==> src/rtl/mux_scan_pkg.sv <==
// Shared types and sizing for the 4:1 mux scan controller.
package mux_scan_pkg;

    localparam int N_CH  = 4;
    localparam int SEL_W = 2;

    typedef enum logic {
        IDLE = 1'b0,
        SCAN = 1'b1
    } state_t;

    // A single-cycle dwell still needs a 1-bit counter.
    function automatic int cnt_width(input int dwell);
        return (dwell > 1) ? $clog2(dwell) : 1;
    endfunction

endpackage

==> src/rtl/dwell_timer.sv <==
// Dwell counter 0..DWELL-1; tick is high on the last count and the count restarts.
// Zero latency from en; held at 0 whenever en is low.
module dwell_timer
    import mux_scan_pkg::*;
#(
    parameter int DWELL = 2
) (
    input  logic clk,
    input  logic rst,
    input  logic en,
    output logic tick
);

    localparam int CW = cnt_width(DWELL);
    localparam logic [CW-1:0] LAST = CW'(DWELL - 1);

    logic [CW-1:0] cnt;

    assign tick = en && (cnt == LAST);

    always_ff @(posedge clk or posedge rst) begin
        if (rst) begin
            cnt <= '0;
        end else if (!en || tick) begin
            cnt <= '0;
        end else begin
            cnt <= cnt + CW'(1);
        end
    end

endmodule

==> src/rtl/mux_scan_ctrl.sv <==
// Steps mux sel through channels 0..3 (DWELL cycles each) and packs the y samples into a frame valid 4*DWELL cycles after start.
// frame_valid/frame_ready handshake; a frame completing while one is still held is dropped and sets sticky overrun.
module mux_scan_ctrl
    import mux_scan_pkg::*;
#(
    parameter int DWELL = 2
) (
    input  logic             clk,
    input  logic             rst,
    input  logic             start,
    input  logic             cont,
    input  logic             stop,
    input  logic             y,
    output logic [SEL_W-1:0] sel,
    output logic [N_CH-1:0]  frame,
    output logic             frame_valid,
    input  logic             frame_ready,
    output logic             busy,
    output logic             overrun,
    input  logic             clr_ovr
);

    state_t          state;
    logic            cont_q;
    logic            stop_q;
    logic [N_CH-2:0] samp;
    logic            tick;
    logic            last_ch;
    logic            scan_en;

    assign scan_en = (state == SCAN);
    assign last_ch = (sel == SEL_W'(N_CH - 1));

    dwell_timer #(
        .DWELL (DWELL)
    ) u_dwell_timer (
        .clk  (clk),
        .rst  (rst),
        .en   (scan_en),
        .tick (tick)
    );

    always_ff @(posedge clk or posedge rst) begin
        if (rst) begin
            state       <= IDLE;
            cont_q      <= 1'b0;
            stop_q      <= 1'b0;
            samp        <= '0;
            sel         <= '0;
            frame       <= '0;
            frame_valid <= 1'b0;
            busy        <= 1'b0;
            overrun     <= 1'b0;
        end else begin
            if (frame_valid && frame_ready) begin
                frame_valid <= 1'b0;
            end
            if (clr_ovr) begin
                overrun <= 1'b0;
            end

            case (state)
                IDLE: begin
                    if (start) begin
                        state  <= SCAN;
                        busy   <= 1'b1;
                        cont_q <= cont;
                        sel    <= '0;
                    end
                end
                SCAN: begin
                    if (stop) begin
                        stop_q <= 1'b1;
                    end
                    if (tick) begin
                        sel <= sel + SEL_W'(1);
                        if (!last_ch) begin
                            samp[sel] <= y;
                        end else begin
                            // Channel 3 is bypassed straight into the frame so it lands on this edge.
                            if (!frame_valid || frame_ready) begin
                                frame       <= {y, samp};
                                frame_valid <= 1'b1;
                            end else begin
                                overrun <= 1'b1;
                            end
                            if (!cont_q || stop_q || stop) begin
                                state  <= IDLE;
                                busy   <= 1'b0;
                                sel    <= '0;
                                stop_q <= 1'b0;
                            end
                        end
                    end
                end
                default: state <= IDLE;
            endcase
        end
    end

endmodule
==> config.mk <==
export PLATFORM = sky130hd
export DESIGN_NAME = mux_scan_ctrl
export DESIGN_NICKNAME = d
export VERILOG_FILES = /design/src/rtl/mux_scan_pkg.sv /design/src/rtl/dwell_timer.sv /design/src/rtl/mux_scan_ctrl.sv
export SDC_FILE = /design/constraint.sdc
export NUM_CORES = 1
export LEC_CHECK = 0
export CORE_ASPECT_RATIO = 1.25
export CORE_MARGIN = 4
export CORE_UTILIZATION = 42
export DETAILED_ROUTE_END_ITERATION = 10
export PLACE_DENSITY = 0.74
export SYNTH_ARGS = -nofsm -noshare
export SYNTH_HDL_FRONTEND = slang
export SYNTH_SLANG_ARGS = --single-unit
==> constraint.sdc <==
create_clock -name clk -period 1.4 [get_ports clk]
set_input_delay 0.42 -clock clk [delete_from_list [all_inputs] [get_ports clk]]
set_output_delay 0.42 -clock clk [all_outputs]
set_load 0.005 [all_outputs]
==> flow_metrics.py <==
metrics = {
    "timing": {
        "fin_hold_ws_ns": 0.435,
        "final.setup.tns_ns": -0.0927,
        "fin_ws_ns": -0.0319,
        "finalSetupViolCount": 4,
        "clock-skew-final_ns": 0.00657,
        "tightest_slew_ns": 0.213,
        "fmax_mhz": 698,
        "slew-limit-headroom_pct": 85.8,
        "hold_viol": 0,
        "period_needed_ns": 1.43,
        "fin_crit_sh_pct": 102,
        "rsz0062_at_grt": "yes",
        "drv_slew": 0,
    },
    "critical_path": {
        "required_ns": 1.58,
        "startpoint": "sel[0]$_DFFE_PP0P_",
        "crit_path_end": "samp[1]$_DFFE_PP0P_",
        "cp_top_family": "flip-flops",
        "cpPeakStageDelay_ns": 0.40,
        "worstSetupPathType": "reg -> reg",
        "slowest_stage": "dfrtp_1",
        "crit_fanout": 4,
        "path_depth": 5,
        "r2r_cells": 5,
        "cp_num_buf_inv": 1,
        "r2r-end": "samp[1]$_DFFE_PP0P_",
        "worst_ep_arrival_time_ns": 1.61,
        "cp-start-kind": "register",
        "crit_chain": "buf_6 -> ha_4 -> and3b_2 -> nand2_2 -> mux2_4",
        "rrSetupSlack_ns": -0.03,
        "timing.rr.start": "sel[0]$_DFFE_PP0P_",
        "endpoint_kind": "register",
    },
    "status": {
        "outcome": "finished with violations",
        "violations": "setup timing",
    },
    "global_route": {
        "grt_pass1_wl_um": 2530,
        "grt_overflow": 0,
        "grt_max_degree": 17,
        "grt_usage_pct": 14.2,
        "antenna_found_initial": 0,
        "first_global_vias": 570,
    },
    "power_and_ir_drop": {
        "clock_power_share_pct": 12.4,
        "p_sw_mw": 0.797,
        "pwr-share-seq_pct": 34.0,
        "power.total_mw": 2.44,
        "combPwrFrac_pct": 53.7,
        "p_per_area_nw_per_um2": 2130,
        "switching_share_pct": 32.6,
        "total_leakage_power_nw": 0.567,
        "ir_drop_uv": 1260,
        "internal-power_mw": 1.65,
    },
    "drt": {
        "antenna_left": 0,
        "firstDrtPassIters": 4,
        "post-route-drc-count": 0,
        "viasPerCell": 4.96,
        "vias": 575,
        "wl_um": 1590,
        "dr.first_iter.drc_count": 5,
        "wire_per_inst_um": 13.7,
        "m1WireLength_um": 662,
        "wl_met3_um": 82,
        "highest_layer": "met4",
        "wl_met2_um": 835,
    },
    "logic_synthesis": {
        "ys_types": 20,
        "synthAdderAreaFrac_pct": 8.46,
        "synth_top_area_cell": "dfrtp_1",
        "synthMuxAreaShare_pct": 13.7,
        "synthTopCellsByArea": "dfrtp_1 (54%), mux2_2 (9.1%), ha_1 (8.5%), mux2_1 (4.6%), nand2_1 (3.6%)",
        "synth_nets": 75,
        "syn_area_sq_um": 739,
        "yosys_register_bits": 16,
        "yosysSeqAreaShare_pct": 54.1,
        "synth_top_family_by_area": "simple AND/OR/NAND/NOR gates",
        "yosys.area.top_type_share_pct": 54.1,
        "synth_xor_area_share_pct": 0,
        "yosys.area_share.simple_pct": 13.9,
        "postSynthCellCount": 62,
        "synth_compound_area_share_pct": 7.11,
        "yosysWarnings": 0,
        "avgSynthCellArea_sq_um": 11.9,
    },
    "place": {
        "port_buffers": 16,
        "routabilityCongestion": 0.709,
        "dp.cells": 104,
        "dp_hpwl_um": 1030,
    },
    "floorplanning": {
        "die_area_sq_um": 2500,
        "core_sq_um": 1620,
        "die_w_um": 45.5,
        "initial_core_util_pct": 45.6,
        "die_y_um": 54.9,
        "rows": 16,
        "num_io_pins": 17,
    },
    "finish": {
        "antenna_cells": 0,
        "area_growth_pct": 55.5,
        "drive_gt1_share_pct": 41.8,
        "fin_nets": 112,
        "fin_cells": 116,
    },
    "cts": {
        "htreeDepth": 1,
        "clock_path_buffers": 2,
        "clk_pin_slew_ns": 0.10,
        "cts_buffers": 3,
        "cts-root-buf": "clkbuf_4",
        "cts.sinks": 16,
        "cts_tree": "yes",
        "clk_latency_ns": 0.28,
    },
    "min_path": {
        "hold_class": "in -> async",
    },
    "run": {
        "max_cap_violations": 0,
    },
}
-- worst min-delay path by stage --
| stage | start | to | slack [ns] | cells after the start |
|---|---|---|---|---|
| after floorplan | rst | busy$_DFFE_PP0P_ | 0.33 | 1 |
| after global placement | samp[0]$_DFFE_PP0P_ | samp[0]$_DFFE_PP0P_ | 0.48 | 1 |
| after detailed placement | samp[2]$_DFFE_PP0P_ | samp[2]$_DFFE_PP0P_ | 0.48 | 1 |
| after CTS | rst | frame[1]$_DFFE_PP0P_ | 0.43 | 3 |
| after global routing | rst | frame[3]$_DFFE_PP0P_ | 0.47 | 3 |
| final | rst | frame[1]$_DFFE_PP0P_ | 0.43 | 3 |
-- layout make-up --
class | count | area (sq um)
Inverter | 4 | 17.5
Fill cell | 122 | 472
Multi-Input combinational cell | 41 | 388
Clock buffer | 4 | 36.3
Tap cell | 18 | 22.5
Timing Repair Buffer | 33 | 285
Sequential cell | 16 | 400
-- synth_stat cells (all sizes together) --
cell type  instances
nor2b              2
o21ai              2
and2b              1
and3b              1
buf                1
o22ai              1
dfrtp             16
nand2              7
a31oi              1
mux2               9
inv                4
o31ai              2
nand2b             1
a21oi              3
ha                 5
nor2               3
nor3b              1
and4               1
nand3              1
-- stage by stage --
step           area, sq um  setup WS, ns  util, %
2_1_floorplan          739        0.0297        -
3_3_place_gp           985        -0.344     60.7
3_5_place_dp           985        -0.378     60.7
4_1_cts               1100       -0.0250     67.9
5_1_grt               1150       -0.0679     70.9
6_report              1150       -0.0319     70.9
-- power groups by stage --
stage / clock network [mW] / registers, mW / logic, mW
detailed placement: 0 / 0.868 / 0.919
finish: 0.302 / 0.830 / 1.31
CTS: 0.316 / 0.821 / 1.16
floorplan: 0 / 0.838 / 0.477
global route: 0.334 / 0.858 / 1.43
global placement: 0 / 0.854 / 0.905
-- kinds of logic (layout without fill, tap and decap cells) --
logic type,after synthesis,in the layout
fa+ha+maj,5,5
flops,16,16
mux,9,9
simple gates,18,18
buf+inv,5,41
compound gates,9,9
-- metal layers --
layer,up-vias,global-route usage (%)
met4,0,7.32
met2,15,23.5
li1,285,-
met5,-,0
met3,2,1.94
met1,273,17.9
-- tightest hold or removal path: stages --
cell and delay (ns):
clkdlybuf4s50_1 0.40, inv_1 0.05, buf_4 0.23
-- timing repair --
item                                    4_1_cts  5_1_grt
pin swaps                                     1        4
gates resized for setup                      21       11
hold buffers                                  0        0
endpoints found under the setup margin       17        9
buffers inserted                              6        2
-- state kept, by name (all words and copies together) (netlist names) --
name / count
u_dwell_timer.cnt: 1
busy: 1
stop_q: 1
overrun: 1
scan_en: 1
cont_q: 1
frame_valid: 1
samp: 3
sel: 2
frame: 4
-- placed cells by master, fill, tap and decap left out --
cell	count
dfrtp_1	16
buf_4	15
mux2_4	8
dlygate4sd2_1	8
clkdlybuf4s50_1	7
nand2_2	4
a21oi_1	3
nand2_1	3
nor2_1	3
inv_1	3
ha_1	3
clkbuf_4	3
nor2b_1	2
o21ai_0	2
o31ai_1	2
ha_4	2
buf_6	2
a31oi_1	1
mux2_2	1
nor3b_1	1
and3b_2	1
nand2b_4	1
and4_4	1
and2b_2	1
inv_4	1
nand3_1	1
o22ai_1	1
clkbuf_8	1
clkdlybuf4s15_1	1
Note: power is estimated with default switching activity, not from simulation.
